==> config.mk <==
export PLATFORM = sky130hd
export DESIGN_NAME = adc_frame_buffer
export DESIGN_NICKNAME = d
export VERILOG_FILES = /design/src/rtl/adc_frame_buffer.sv
export SDC_FILE = /design/constraint.sdc
export NUM_CORES = 1
export LEC_CHECK = 0
export BUFFER_PORTS_ARGS = -buffer_cell sky130_fd_sc_hd__buf_2
export CORE_ASPECT_RATIO = 0.75
export CORE_MARGIN = 1.5
export CORE_UTILIZATION = 36
export CTS_BUF_LIST = sky130_fd_sc_hd__clkbuf_4
export CTS_CLUSTER_SIZE = 25
export DETAILED_ROUTE_END_ITERATION = 16
export PLACE_DENSITY = 0.48
export SLEW_MARGIN = 5
export SYNTH_ARGS = -nofsm -noshare
export SYNTH_HDL_FRONTEND = slang
export SYNTH_SLANG_ARGS = --single-unit
==> constraint.sdc <==
create_clock -name clk20 -period 2.33 [get_ports clk20]
set_input_delay 0.233 -clock clk20 [delete_from_list [all_inputs] [get_ports clk20]]
set_output_delay 0.233 -clock clk20 [all_outputs]
set_load 0.01 [all_outputs]
==> src/rtl/adc_frame_buffer.sv <==
// adc_frame_buffer
//   Ping-pong payload buffer between the ADC sample averager and the 10BASE-T
//   transmitter. Averaged samples fill the write bank while the transmitter
//   reads the other bank; full banks are handed over with a ready/done
//   handshake. Samples that arrive while both banks are occupied are dropped
//   and counted.
//
// Ports
//   clk20        20 MHz system clock, rising edge
//   rst_n        asynchronous active-low reset
//   avg_data     averaged ADC sample
//   avg_valid    one-cycle strobe, avg_data valid
//   rd_addr      transmitter byte address within the presented frame
//   rd_data      registered read data (1-cycle latency, 0x00 beyond payload)
//   frame_ready  a complete frame is presented on the read bank
//   frame_done   one-cycle strobe, transmitter finished the presented frame
//   frame_seq    sequence number of the presented frame (wraps 255->0)
//   overflow     sticky, at least one sample dropped
//   drop_count   saturating count of dropped samples
//   clr_overflow one-cycle strobe, clears overflow and drop_count
module adc_frame_buffer #(
    parameter int PAYLOAD_LEN = 18,
    parameter int ADDR_W      = 5,
    parameter int CNT_W       = 16
) (
    input  logic              clk20,
    input  logic              rst_n,
    input  logic [7:0]        avg_data,
    input  logic              avg_valid,
    input  logic [ADDR_W-1:0] rd_addr,
    output logic [7:0]        rd_data,
    output logic              frame_ready,
    input  logic              frame_done,
    output logic [7:0]        frame_seq,
    output logic              overflow,
    output logic [CNT_W-1:0]  drop_count,
    input  logic              clr_overflow
);

    localparam logic [ADDR_W-1:0] LAST_PTR = ADDR_W'(PAYLOAD_LEN - 1);
    // One extra bit so a payload of exactly 2^ADDR_W bytes still compares correctly.
    localparam logic [ADDR_W:0]   LEN      = (ADDR_W + 1)'(PAYLOAD_LEN);

    typedef enum logic {
        W_FILL,
        W_FULL
    } w_state_t;

    typedef enum logic [1:0] {
        RD_IDLE,
        RD_READY,
        RD_GAP
    } rd_state_t;

    w_state_t          w_state, w_next;
    rd_state_t         rd_state, rd_next;

    logic              wr_bank;
    logic              rd_bank;
    logic [ADDR_W-1:0] wr_ptr;

    logic              rd_free;
    logic              swap;
    logic              drop;
    logic              wr_en;
    logic              last_wr;

    logic [7:0]        mem [2][PAYLOAD_LEN];

    // Both FSMs are decided together: the handover (swap) depends on the
    // write side having a full bank and the read side having released its bank.
    always_comb begin
        w_next      = w_state;
        rd_next     = rd_state;
        swap        = 1'b0;
        drop        = 1'b0;
        wr_en       = 1'b0;
        last_wr     = 1'b0;
        rd_free     = (rd_state == RD_IDLE) || (rd_state == RD_GAP);
        frame_ready = (rd_state == RD_READY);

        case (w_state)
            W_FILL: begin
                if (avg_valid) begin
                    wr_en = 1'b1;
                    if (wr_ptr == LAST_PTR) begin
                        last_wr = 1'b1;
                        if (rd_free) begin
                            swap = 1'b1;
                        end else begin
                            w_next = W_FULL;
                        end
                    end
                end
            end
            W_FULL: begin
                drop = avg_valid;
                if (rd_free) begin
                    swap   = 1'b1;
                    w_next = W_FILL;
                end
            end
        endcase

        case (rd_state)
            RD_IDLE:  if (swap) rd_next = RD_READY;
            RD_READY: if (frame_done) rd_next = RD_GAP;
            RD_GAP:   rd_next = swap ? RD_READY : RD_IDLE;
            default:  rd_next = RD_IDLE;
        endcase
    end

    always_ff @(posedge clk20 or negedge rst_n) begin
        if (!rst_n) begin
            w_state   <= W_FILL;
            rd_state  <= RD_IDLE;
            wr_bank   <= 1'b0;
            rd_bank   <= 1'b1;
            wr_ptr    <= '0;
            frame_seq <= '0;
        end else begin
            w_state  <= w_next;
            rd_state <= rd_next;
            if (swap) begin
                rd_bank   <= wr_bank;
                wr_bank   <= ~wr_bank;
                wr_ptr    <= '0;
                frame_seq <= frame_seq + 8'd1;
            end else if (wr_en) begin
                // Pointer is unused while full; parking it at 0 avoids
                // overflowing ADDR_W when the payload fills the address space.
                wr_ptr <= last_wr ? '0 : wr_ptr + 1'b1;
            end
        end
    end

    always_ff @(posedge clk20 or negedge rst_n) begin
        if (!rst_n) begin
            overflow   <= 1'b0;
            drop_count <= '0;
        end else if (drop) begin
            overflow <= 1'b1;
            if (clr_overflow) begin
                drop_count <= CNT_W'(1);
            end else if (drop_count != '1) begin
                drop_count <= drop_count + 1'b1;
            end
        end else if (clr_overflow) begin
            overflow   <= 1'b0;
            drop_count <= '0;
        end
    end

    // Sample storage is intentionally not reset.
    always_ff @(posedge clk20) begin
        if (wr_en) begin
            mem[wr_bank][wr_ptr] <= avg_data;
        end
    end

    always_ff @(posedge clk20 or negedge rst_n) begin
        if (!rst_n) begin
            rd_data <= '0;
        end else if ({1'b0, rd_addr} < LEN) begin
            rd_data <= mem[rd_bank][rd_addr];
        end else begin
            rd_data <= '0;
        end
    end

endmodule

==> impl_metrics.toml <==
[run_status]
status = "complete, no violations"

[setup_path]
crit_required_ns = 2.97
path_cells = "buf_4 -> mux4_2 -> mux2i_1 -> o221ai_1 -> o211ai_1 -> a311oi_1"
start_kind = "register"
cpPeakStageDelay_ns = 0.57
cp_max_fo = 13
slowest_stage = "mux4_2"
path_class = "register to register"
cp.arrival_ns = 2.87
endpoint_kind = "register"

[timing]
maxSlewHeadroom_pct = 40.5
skew_ns = 0.0604
period_needed_ns = 2.23
hold_violations = 0
hold_ws_ns = 0.0888
worst_pin_slew_ns = 0.890
post-route-period-util_pct = 95.5
drv_slew = 0
finalSetupViolations = 0
max_freq_mhz = 449
rsz0062_at_grt = "no"

[cts]
path_clk_slew_ns = 0.07
cts_root_buf = "clkbuf_4"
cts_tree = "done"
cts_inserted_buffers = 84
htree_levels = 3
cts.sinks = 331
clock_latency_ns = 0.79
cts.path.max_buffers = 3

[power]
vdd_ir_drop_max_v = 0.000261
p_per_area_mw_per_mm2 = 801
comb_power_share_pct = 8.7
fin_total_pwr_mw = 12.7
p_leak_nw = 5.68
cellInternalPower_mw = 9.55
p_seq_share_pct = 53.2
netSwitchingPower_mw = 3.19
pwr-share-clk_pct = 38.1
netSwitchingFraction_pct = 25.0

[die]
die_w_um = 227
die_y_um = 171
io_pins = 52
fp.coreArea_mm2 = 0.0371
die_area_mm2 = 0.0388
initial_core_util_pct = 36.5
rows = 61

[min_path]
hold_class = "input pin to register"

[synthesis]
postSynth.asyncResetShare_pct = 13.0
yosysTopAreaCell = "edfxtp_1"
synth_nets = 772
yosys.area.top_type_share_pct = 63.8
synth_ff_type = "edfxtp_1"
yosys_warnings = 0
synth.distinct_cells = 61
synth_area_leaders = "edfxtp_1, dfrtp_1, mux4_2"
syn_inst = 748
ys_seq_area_share_pct = 71.7
avgSynthCellArea_um2 = 18.1
yosys_register_bits = 331
synth_area_mm2 = 0.0136
synth-edff-count = 288

[placed_design]
dp_hpwl_um = 23300
io_buffers = 51
gp_congestion = 0.915
dp.cells = 1334

[route]
first_pass_iters = 5
viasPerCell = 5.23
drc = 0
drtIter0Drc = 694
avgRoutedWirePerCell_um = 23.8
antenna_left = 0
wl_um = 35500
num_vias = 7803

[grt]
grt_overflow = 0
track_usage_pct = 18.9
grt_pass1_vias = 7980
grt_antenna_before_repair = 3
grt_pass1_wl_um = 52100
grt_max_degree = 45

[final_layout]
final_cell_mix = "edfxtp_1, clkbuf_4, nor2_1, buf_4, mux2i_1"
drive_above_1_share_pct = 31.3
final_common_cell = "edfxtp_1"
fin_cells = 1493
utilization_pct = 42.9
area_growth_pct = 17.3
nets = 953

[job]
drv_cap = 0
-- repair_timing --
| item | in CTS | in global routing |
|---|---|---|
| hold endpoints to repair | 85 | 0 |
| setup buffers | 0 | 1 |
| hold buffers | 11 | 0 |
| cloned | 0 | 1 |
| resized for setup | 1 | 4 |
| endpoints found under the setup margin | 1 | 7 |
-- worst max-delay path, delay by kind of cell (launching register included) --
family / cells / cell delay, ns
AO/OA/AOI/OAI: 3 / 0.36
buffers and inverters: 1 / 0.28
flip-flops: 1 / 0.56
multiplexers: 2 / 0.88
-- cells by family after synthesis --
family / after synthesis / share of synthesized area (%)
AND/OR/NAND/NOR: 151 / 5.33
buffers and inverters: 47 / 2.38
multiplexers: 115 / 13.5
XOR/XNOR: 22 / 1.42
AO/OA/AOI/OAI: 76 / 5.11
adder cells (fa/ha/maj): 6 / 0.554
flip-flops: 331 / 71.7
-- registers in the layout (all words and copies together) (netlist names) --
register	cells
drop_count	16
frame_seq	8
mem	288
overflow	1
rd_bank	1
rd_data	8
rd_state	2
w_state	1
wr_bank	1
wr_ptr	5
-- power by group through the flow --
stage	clock (mW)	sequential (mW)	combinational, mW
finish	4.86	6.78	1.11
global route	5.33	6.79	1.20
CTS	5.02	6.78	1.11
detailed placement	0	6.90	1.08
global placement	0	6.90	1.06
floorplan	0	6.86	0.583
-- through the flow --
step,cell area [µm²],setup slack (ns),setup TNS (ns)
3_5_place_dp,14700,-0.122,-0.130
3_3_place_gp,14700,-0.00887,-0.00887
6_report,15900,0.105,0
5_1_grt,15900,0.00154,0
2_1_floorplan,13600,0.423,0
4_1_cts,15900,0.00717,0
-- routing by layer --
layer | GRT usage (%) | share of wire [%]
met5 | 0 | 0
met3 | 6.04 | 8.0
met1 | 28.9 | 50
met2 | 25.4 | 41
met4 | 5.24 | 1.4
-- Yosys cell counts, types with 4 or more instances --
library cell and n:
edfxtp_1 288, mux4_2 31, mux2i_1 60, xor2_1 4, a21boi_0 5, mux4_1 17, buf_2 8, buf_4 7
nor2b_1 5, dfrtp_1 42, o211ai_1 5, nand2_1 24, nor3_1 4, o22ai_1 6, inv_1 10, a21oi_1 5
nand3_1 18, xnor2_1 18, mux2_2 7, ha_1 6, a221oi_2 5, a221oi_1 7, nor2_1 71, o221ai_1 5
a211oi_1 4, buf_6 8, a22o_1 12, a311oi_1 5, clkbuf_1 9
-- final cells by class --
class                   count  area [µm²]
inverters                  10        37.5
diodes                      2        5.00
multi-input cells         370        3520
flip-flops and latches    331        9730
fillers                  3360       21200
clock buffers             115         863
repair buffers            132         952
well taps                 504         631
clock inverters            29         168
-- path summary, 6_finish.rpt --
path | start | end | slack, ns | cells after the start
setup reg to reg | rd_bank | rd_data[3] | 0.10 | 6
min in group asynchronous | rst_n | wr_ptr[4] | 0.59 | 4
hold reg to reg | rd_state[1] | rd_state[1] | 0.43 | 1
hold / removal | avg_data[0] | mem[1][112] | 0.09 | 1
setup / recovery | rd_bank | rd_data[3] | 0.10 | 6
max in group asynchronous | rst_n | frame_seq[6] | 0.69 | 4
Power figures use the tool's default switching activity.
